**src/rtl/mul_share_ctrl.sv**
```systemverilog
`default_nettype none
// +----------------------------------------------------------------------------+
// | Module   : mul_share_ctrl                                                  |
// | Purpose  : Round-robin sequencer sharing one fixed-latency multiplier      |
// |            between two requesters; optional MUL_ZERO_BYPASS_EN macro       |
// |            short-circuits zero operands.                                   |
// | Revision : 1.0 - initial release                                           |
// +----------------------------------------------------------------------------+
module mul_share_ctrl #(
    parameter int SIZE        = 8,
    parameter int MUL_LATENCY = 8
) (
    input  logic                clk,
    input  logic                rst,
    input  logic                req0,
    input  logic [SIZE-1:0]     a0,
    input  logic [SIZE-1:0]     b0,
    input  logic                req1,
    input  logic [SIZE-1:0]     a1,
    input  logic [SIZE-1:0]     b1,
    output logic                ack0,
    output logic                ack1,
    output logic                done0,
    output logic                done1,
    output logic [2*SIZE-1:0]   result,
    output logic                busy,
    output logic                mul_load,
    output logic [SIZE-1:0]     mul_a,
    output logic [SIZE-1:0]     mul_b,
    input  logic [2*SIZE-1:0]   mul_result
);

    localparam logic [1:0] c_IDLE = 2'd0;
    localparam logic [1:0] c_LOAD = 2'd1;
    localparam logic [1:0] c_WAIT = 2'd2;
    localparam logic [1:0] c_DONE = 2'd3;
    localparam logic [7:0] c_LAST = 8'(MUL_LATENCY - 1);

    logic [1:0]      r_state;
    logic [1:0]      w_next_state;
    logic            r_last_grant;
    logic [7:0]      r_cnt;
    logic            w_accept;
    logic            w_pick1;
    logic            w_bypass;
    logic            w_owner_d;
    logic [SIZE-1:0] w_win_a;
    logic [SIZE-1:0] w_win_b;
    logic            w_ack0_d;
    logic            w_ack1_d;
    logic            w_done0_d;
    logic            w_done1_d;
    logic            w_busy_d;
    logic            w_load_d;

    // Ties go to whichever requester was not served last.
    always_comb begin
        w_accept = (r_state == c_IDLE) && (req0 || req1);
        w_pick1  = req1 && (!req0 || !r_last_grant);
        w_win_a  = w_pick1 ? a1 : a0;
        w_win_b  = w_pick1 ? b1 : b0;
    end

`ifdef MUL_ZERO_BYPASS_EN
    assign w_bypass = (w_win_a == '0) || (w_win_b == '0);
`else
    assign w_bypass = 1'b0;
`endif

    always_ff @(posedge clk or posedge rst) begin
        if (rst) begin
            r_state <= c_IDLE;
        end else begin
            r_state <= w_next_state;
        end
    end

    always_comb begin
        w_next_state = r_state;
        case (r_state)
            c_IDLE: begin
                if (w_accept) begin
                    w_next_state = w_bypass ? c_DONE : c_LOAD;
                end
            end
            c_LOAD: w_next_state = c_WAIT;
            c_WAIT: begin
                if (r_cnt == c_LAST) begin
                    w_next_state = c_DONE;
                end
            end
            c_DONE: w_next_state = c_IDLE;
            default: w_next_state = c_IDLE;
        endcase
    end

    // Outputs are decoded from the next state and registered on the same edge.
    always_comb begin
        w_owner_d = w_accept ? w_pick1 : r_last_grant;
        w_ack0_d  = w_accept && !w_pick1;
        w_ack1_d  = w_accept && w_pick1;
        w_load_d  = (w_next_state == c_LOAD);
        w_done0_d = (w_next_state == c_DONE) && !w_owner_d;
        w_done1_d = (w_next_state == c_DONE) && w_owner_d;
        w_busy_d  = (w_next_state != c_IDLE);
    end

    always_ff @(posedge clk or posedge rst) begin
        if (rst) begin
            ack0         <= 1'b0;
            ack1         <= 1'b0;
            done0        <= 1'b0;
            done1        <= 1'b0;
            busy         <= 1'b0;
            mul_load     <= 1'b0;
            result       <= '0;
            mul_a        <= '0;
            mul_b        <= '0;
            r_last_grant <= 1'b1;
            r_cnt        <= 8'd0;
        end else begin
            ack0     <= w_ack0_d;
            ack1     <= w_ack1_d;
            done0    <= w_done0_d;
            done1    <= w_done1_d;
            busy     <= w_busy_d;
            mul_load <= w_load_d;
            if (w_accept) begin
                r_last_grant <= w_pick1;
                if (!w_bypass) begin
                    mul_a <= w_win_a;
                    mul_b <= w_win_b;
                end
            end
            if (r_state == c_LOAD) begin
                r_cnt <= 8'd0;
            end else if (r_state == c_WAIT) begin
                r_cnt <= r_cnt + 8'd1;
            end
            // Entering DONE from IDLE only happens on a zero bypass.
            if (w_next_state == c_DONE) begin
                result <= (r_state == c_WAIT) ? mul_result : '0;
            end
        end
    end

endmodule
`default_nettype wire

```
**config.mk**
```make
export PLATFORM = sky130hd
export DESIGN_NAME = mul_share_ctrl
export DESIGN_NICKNAME = d
export VERILOG_FILES = /design/src/rtl/mul_share_ctrl.sv
export SDC_FILE = /design/constraint.sdc
export NUM_CORES = 1
export LEC_CHECK = 0
export ABC_CLOCK_PERIOD_IN_PS = 2400
export CAP_MARGIN = 15
export CORE_MARGIN = 3
export CORE_UTILIZATION = 30
export CTS_CLUSTER_DIAMETER = 120
export DETAILED_ROUTE_END_ITERATION = 10
export GPL_ROUTABILITY_DRIVEN = 1
export PLACE_DENSITY_LB_ADDON = 0.3
export SYNTH_ARGS = -nofsm -noshare
export SYNTH_HDL_FRONTEND = slang
export SYNTH_SLANG_ARGS = --single-unit
export TNS_END_PERCENT = 5
```
**constraint.sdc**
```tcl
create_clock -name clk -period 2.4 [get_ports clk]
set_clock_uncertainty 0.2 [all_clocks]
set_input_delay 0.48 -clock clk [delete_from_list [all_inputs] [get_ports clk]]
set_output_delay 0.48 -clock clk [all_outputs]
set_load 0.01 [all_outputs]
```
---- Yosys cells after proc, flatten, opt, wreduce, memory -nomap -nowiden ----
Cells that the tools add are included.
operators by class
  add/sub/neg operators ................... 1
  equality and inequality tests ........... 6
  muxes and demuxes ....................... 9
  reduce and logical (&&, ||, !) cells .... 15
operator list
  cell                                                  count
  two-way mux 8 bit                                     4
  two-way mux 16 bit                                    1
  adder 8 x 1 -> 8 bit (second input constant)          1
  equality test 8 x 3 -> 1 bit (second input constant)  1
  one-hot mux 2 bit (4 select lines)                    1
  equality test 2 bit (second input constant)           3
  logical AND 1 bit                                     6
  equality test 2 x 1 -> 1 bit (second input constant)  2
  logical NOT 1 bit                                     4
  two-way mux 2 bit                                     2
  nonzero test 2 bit                                    2
  logical NOT 2 bit                                     1
  logical OR 1 bit                                      2
  two-way mux 1 bit                                     1
word-level totals
  register bits after elaboration ......... 49

---- Depth between registers and ports, before layout ----
Gate-level depths: netlist (run 1).
  depth after elaboration ................. 6
  depth in mapped cells ................... 9
  depth with buffers taken out ............ 6

---- Worst setup path after synthesis (run 1) ----
OpenSTA, ideal clock, no wires.
  path type ............................... register to register
  start ................................... register r_state[0]
  end ..................................... register done1
  library setup time ...................... 0.119 ns
  arrival ................................. 1.766 ns
  required time ........................... 2.081 ns
  setup slack ............................. 0.315 ns
  stages on the path, launching flop included .. 10
  clock period less this slack ............ 2.085 ns
  path through ............................ dfrtp_1 inv_1 ha_1 clkbuf_1 o21ai_1 a21boi_0 a31o_2 buf_6 buf_12 and2_1
between the ends
  word-level cells in the longest chain between the ends .. 6
  elaborated cells between the ends (all ways) .. 11
  those cells by class .................... eq/ne: 4; mux: 4; reduce/logical: 3
ends and longest elaborated chain
  item                                line    text
  from (decl)                         39      logic [1:0] r_state;
  from (signal assigned)              72      r_state <= c_IDLE;
  from (signal assigned)              74      r_state <= w_next_state;
  logical NOT 2 bit                   58, 80
  logical AND 1 bit                   58      w_accept = (r_state == c_IDLE) && (req0 || req1);
  two-way mux 2 bit                   82      if (w_accept) begin
  one-hot mux 2 bit (4 select lines)  80      case (r_state)
  equality test 2 bit                 104     w_done1_d = (w_next_state == c_DONE) && w_owner_d;
  logical AND 1 bit (*)               104
  net w_done1_d                       52      logic w_done1_d;
  to (signal assigned)                125     done1 <= w_done1_d;
  to (decl)                           24      output logic done1,
The timed path passes the listed nets; every way through them passes the cells marked *.
A chain may end at the register's enable or synchronous reset.

---- Worst setup path after layout (run 1) ----
  start ................................... register r_cnt[5]
  end ..................................... register result[6]
between the ends
  word-level cells in the longest chain between the ends .. 4
ends and longest elaborated chain
  item                                line  text
  from (decl)                         42    logic [7:0] r_cnt;
  from (signal assigned)              138   r_cnt <= r_cnt + 8'd1;
  equality test 8 x 3 -> 1 bit        88    if (r_cnt == c_LAST) begin
  two-way mux 2 bit                   88
  one-hot mux 2 bit (4 select lines)  80
  equality test 2 bit                 141   if (w_next_state == c_DONE) begin
  to (signal assigned)                142   result <= (r_state == c_WAIT) ? mul_result : '0;
  to (decl)                           25    output logic [2*SIZE-1:0] result,
No other way between the ends.

==> run metrics, run 1 <==
status=finished, final reports clean; CTS tree=built; post-synth cell types=31; final setup fails=0; PnR worst setup slack=263 ps; Min Hold Slack=293 ps; Tot GR Track Use=13.5%; Seq/Total Area, Yosys=between 50% and 60%; Hold Buf Count CTS=0; Final Net Count=349; Synth Flop Type=dfrtp_1; Critical Path RT=2430 ps; RSZ-0062 raised after global routing=false; synth warn=0; WL per Instance=between 10 and 15 microns; Syn Nets=254; Worst-path clk slew=90 ps; top cell type's share of synthesized area=between 50% and 60%; max cap viols=0; post-route setup TNS=0 ps; Die Span Y=90.6 microns; global-route wire length before repair=9060 microns; Syn Area/Cell=roughly 11 sq um; post-DP HPWL=3860 microns; async set or reset register ratio after synthesis=between 90% and 100%; Cell Area, Synth=0.00215 sq mm; Initial Util=31.3%; Post-synth EDFFs=0; Final Hold Fails=0; number of I/O pins=90; vias in the first global route=approximately 1,800; Leak Pwr=1.49 nW; Die ar.=0.00821 sq mm; slew margin rel.=71.3%; largest net degree at the start of global routing=22; Core Box Area=0.00687 sq mm; Worst VDD drop=between 0.0004 and 0.0005 V; post-CTS setup buffer count=0; Final Max Tran Viols=0; FF-to-FF Start=r_cnt[5]; final core utilization=between 40 and 50%; worst-path fanout max=14; drt initial violations=roughly 120; Post-Place Setup Slack=180 ps; DR vias/cell=~4.5; worst setup path start=r_cnt[5]; CP Class=reg -> reg; Tcrit/Tclk final=89.0%; TritonRoute pass-1 iters=7; gpl congestion=0.737; Hold Path Origin=mul_a[0]; cell with the most instances after synthesis=dfrtp_1; initial antenna violation count=0; Die W=90.6 microns; CTS Buf Count=5; H-tree Lvls=2; ANT cells=0; DRC Markers=0; Mapped Cells=between 150 and 200; crit path capture type=flop; Max Root-Sink Buffers=2; Root Buffer=clkbuf_8; grt ovf=0; synthesis-to-layout area growth=53.1%; FF+latch count, synth=49; FP Rows=30; hold crit path type=reg -> reg; Setup crit start kind=flop; Slew @ Worst Pin=430 ps; clk sinks=49; total wire length=~5200 microns; fin crit period=between 2000 and 2500 ps; via total after detailed routing=1,768; CP arrival=between 2000 and 2500 ps; top cells by area, synth=dfrtp_1 (56%), mux2i_1 (7.9%), a222oi_1 (7.5%); Pwr Density=1160 mW/mm^2; area leader, netlist=dfrtp_1; layout cells sized above 1=6.83%; Pwr Total=3.80 mW; Final ANT Viol Nets=0; CTS resizes=0; most frequent cells after synthesis=dfrtp_1 (48), inv_1 (39), nand2_1 (26); IO Port Bufs=89; Max Clk Rate=~0.47 GHz; Clk Latency, worst-skew pair=around 300 ps
## cells by family (layout without fill, tap and decap cells)
group                    after synthesis  in the layout  synth area share, %
XOR/XNOR                               3              3                 1.22
flip-flops                            49             49                 57.2
AND/OR/NAND/NOR                       41             41                 8.86
adder cells (fa/ha/maj)                4              4                 2.33
buffers and inverters                 48            143                 9.56
AO/OA/AOI/OAI                         36             36                 12.9
multiplexers                          17             17                 7.93
## worst max-delay path, stage by stage, from the launching register on
cell,delay [ps]
dfrtp_1,420
or4_4,560
nor4_2,210
a31o_2,280
buf_12,180
mux2i_1,200
## power breakdown
| group | switching (mW) | total [mW] | internal [mW] |
|---|---|---|---|
| registers | 0.180 | 1.33 | 1.15 |
| logic | 0.892 | 1.89 | 1.00 |
| clock network | 0.274 | 0.577 | 0.303 |
| total | 1.35 | 3.80 | 2.45 |
## per-stage QoR
stage          instances  cell area [sq um]
2_1_floorplan        198               2150
3_3_place_gp         382               3180
3_5_place_dp         382               3180
4_1_cts              389               3290
5_1_grt              389               3290
6_report             389               3290
## registers in the layout, indices dropped and copies added, names as in the netlist, 2 cells and up
register and count:
r_state 2, result 16, mul_b 8, mul_a 8, r_cnt 8
## cells in the final DEF, fill, tap and decap left out, types with 5 or more instances in the layout
master,count
a21oi_1,6
nand2_1,26
mux2i_1,17
dfrtp_1,48
a222oi_1,16
o21ai_0,8
inv_1,38
clkdlybuf4s50_1,89
clkbuf_8,5
buf_4,6
## path summary, 6_finish.rpt
check / end / slack (ps) / depth (start not counted)
worst max-delay path: result[6] / 260 / 5
worst min-delay path: mul_a[0] / 290 / 2
worst max register to register: result[6] / 260 / 5
worst min register to register: mul_a[0] / 290 / 2
max in group asynchronous: result[10] / 1180 / 3
min in group asynchronous: result[5] / 310 / 2
## layout make-up
| cell class | count | area, sq um |
|---|---|---|
| clock inverters | 2 | 35.0 |
| repair buffers | 97 | 976 |
| clock buffers | 5 | 68.8 |
| multi-input cells | 101 | 714 |
| flip-flops and latches | 49 | 1230 |
| fillers | 653 | 3580 |
| inverters | 39 | 146 |
| well taps | 96 | 120 |
## layer usage
metal  part of all wire (%)  global-route usage, %
met1                     44                   17.3
met2                     46                   21.2
met3                    7.7                   4.50
met4                    1.8                   4.97
met5                      0                      0
Note: power is estimated with default switching activity, not from simulation.
==> inputs of run 2 (changes only) <==
--- a/config.mk
+++ b/config.mk
@@ -8,7 +8,7 @@
 export ABC_CLOCK_PERIOD_IN_PS = 2400
 export CAP_MARGIN = 15
 export CORE_MARGIN = 3
-export CORE_UTILIZATION = 30
+export CORE_UTILIZATION = 33
 export CTS_CLUSTER_DIAMETER = 120
 export DETAILED_ROUTE_END_ITERATION = 10
 export GPL_ROUTABILITY_DRIVEN = 1
==> run 2 against run 1 <==
  * First-iteration DRC count decreased by 12%
  * Flip-flop and latch count unchanged
  * Maximum frequency increased by 0.34%
  * Combinational power about the same
  * Clock-buffer cell count unchanged
  * Design area decreased by 1.3%
  * Register-to-register slack about the same
  * Die area decreased by 8.5%
  * Largest power group unchanged
  * Core utilization increased by 5.4 points
  * Routed wire length decreased by 1.4%
  * Critical path depth decreased by 1
==> run metrics, run 2 (synthesized netlist as in run 1, its figures left out) <==
status=finished, final reports clean (unchanged); Worst-path clk slew=90 ps (about the same); hold crit path type=in -> async (was reg -> reg); Max Root-Sink Buffers=2 (unchanged); Final Hold Fails=0 (unchanged); commonest non-fill, non-tap cell in the layout=clkdlybuf4s50_1 (unchanged); Pwr Total=3.76 mW (was 3.80 mW); DR vias/cell=4.75 (was 4.54); CP Cell Sequence=or4_4, nor4_2, a31o_4, mux2i_1 (was or4_4, nor4_2, a31o_2, buf_12, mux2i_1); Die W=86.7 microns (was 90.6 microns); drt initial violations=109 (was 124); DRC Markers=0 (unchanged); Worst VDD drop=0.000552 V (was 0.000477 V); largest net degree at the start of global routing=20 (was 22); WL met2=2510 microns (was 2420 microns); number of I/O pins=90 (unchanged); layout cells sized above 1=6.83% (unchanged); IO Port Bufs=89 (unchanged); total wire length=5160 microns (was 5230 microns); H-tree Lvls=2 (unchanged); Die ar.=0.00751 sq mm (was 0.00821 sq mm); slew margin rel.=74.3% (was 71.3%); fin crit period=2130 ps (was 2140 ps); Root Buffer=clkbuf_8 (unchanged); Post-Place Setup Slack=36.8 ps (was 180 ps); CP Class=reg -> reg (unchanged); Final Max Tran Viols=0 (unchanged); dpl cell area=0.00313 sq mm (was 0.00318 sq mm); Clk Latency, worst-skew pair=290 ps (was 300 ps); PnR worst setup slack=270 ps (was 263 ps); CTS Buf Count=5 (unchanged); Worst Path Buf+Inv=0 (was 1); global-route wire length before repair=8220 microns (was 9060 microns); via total after detailed routing=1,749 (was 1,768); CP peak stage delay=550 ps (was 560 ps); Leak Pwr=1.49 nW (about the same); Die Span Y=86.7 microns (was 90.6 microns); worst-path fanout max=18 (was 14); uppermost layer routed=met4 (unchanged); Initial Util=35.2% (was 31.3%); Setup crit start kind=flop (unchanged); TritonRoute pass-1 iters=4 (was 7); final setup fails=0 (unchanged); Tcrit/Tclk final=88.7% (was 89.0%); most frequent cells in the layout=clkdlybuf4s50_1 (89), dfrtp_1 (48), inv_1 (38) (unchanged); cell family with most CP delay=simple AND/OR/NAND/NOR gates (unchanged); Top reg by flops=result (unchanged); gpl congestion=0.795 (was 0.737); CTS tree=built (unchanged); crit path capture type=flop (unchanged); non-filler instance count after layout=368 (was 389); Tot GR Track Use=13.9% (was 13.5%); Final ANT Viol Nets=0 (unchanged); Critical Path RT=2410 ps (was 2430 ps); max cap viols=0 (unchanged); WL met3=353 microns (was 401 microns); Hold Buf Count CTS=0 (unchanged); Max Clk Rate=0.470 GHz (was 0.468 GHz); post-route setup TNS=0 ps (unchanged); initial antenna violation count=0 (unchanged); worst-path cell with the longest stage delay=or4_4 (unchanged); clk sinks=49 (unchanged); vias in the first global route=1,745 (was 1,810); ANT cells=0 (unchanged); WL per Instance=14.0 microns (was 13.5 microns); CP arrival=2140 ps (was 2160 ps); post-DP HPWL=3850 microns (was 3860 microns); fin area=0.00325 sq mm (was 0.00329 sq mm); grt ovf=0 (unchanged); dpl cells=361 (was 382); Final Net Count=349 (unchanged); Metal-1 WL=2280 microns (was 2320 microns); Slew @ Worst Pin=385 ps (was 430 ps); Core Box Area=0.00610 sq mm (was 0.00687 sq mm); Largest register FFs=16 (unchanged); Pwr Density=1160 mW/mm^2 (about the same); synthesis-to-layout area growth=51.2% (was 53.1%); RSZ-0062 raised after global routing=false (unchanged); FP Rows=28 (was 30); post-CTS setup buffer count=0 (unchanged)
-- run 2: worst paths after layout --
check	start	cells after the start	endpoint	slack, ps
max	r_cnt[5]	4	result[6]	270
min	rst	2	mul_a[4]	280
max reg2reg	r_cnt[5]	4	result[6]	270
min reg2reg	mul_a[1]	2	mul_a[1]	300
max in group asynchronous	rst	3	mul_a[7]	1140
min in group clk	mul_a[1]	2	mul_a[1]	300
-- run 2: per-layer routing --
layer / global-route usage (%) / vias up
li1: - / 856
met5: 0 / -
met1: 17.4 / 839
met4: 4.25 / 0
met2: 23.5 / 52
met3: 3.33 / 2
-- run 2: cell type report --
| class | instances | area [sq um] |
|---|---|---|
| Clock buffer | 5 | 68.8 |
| Clock inverter | 2 | 35.0 |
| Fill cell | 572 | 2850 |
| Inverter | 39 | 146 |
| Multi-Input combinational cell | 101 | 723 |
| Sequential cell | 49 | 1230 |
| Tap cell | 75 | 93.8 |
| Timing Repair Buffer | 97 | 951 |
-- run 2: worst reg2reg max path, stage by stage, from the launching register on --
cell	delay, ps
dfrtp_1	410
or4_4	550
nor4_2	250
a31o_4	400
mux2i_1	240
-- run 2: through the flow --
step,utilization (%),hold slack (ps)
finish,53.2,281
global route,53.2,313
floorplan,-,278
CTS,53.1,292
global placement,51.4,271
detailed placement,51.4,275
-- run 2: what timing repair did --
item,CTS,global route
endpoints found under the hold margin,0,0
gates resized for setup,0,1
setup endpoints to repair,0,4
-- run 2: report_power, final --
| part | leakage, nW | total [mW] | switching [mW] | internal [mW] |
|---|---|---|---|---|
| clock network | 0.0540 | 0.566 | 0.263 | 0.303 |
| logic | 0.802 | 1.86 | 0.899 | 0.965 |
| registers | 0.629 | 1.33 | 0.182 | 1.15 |
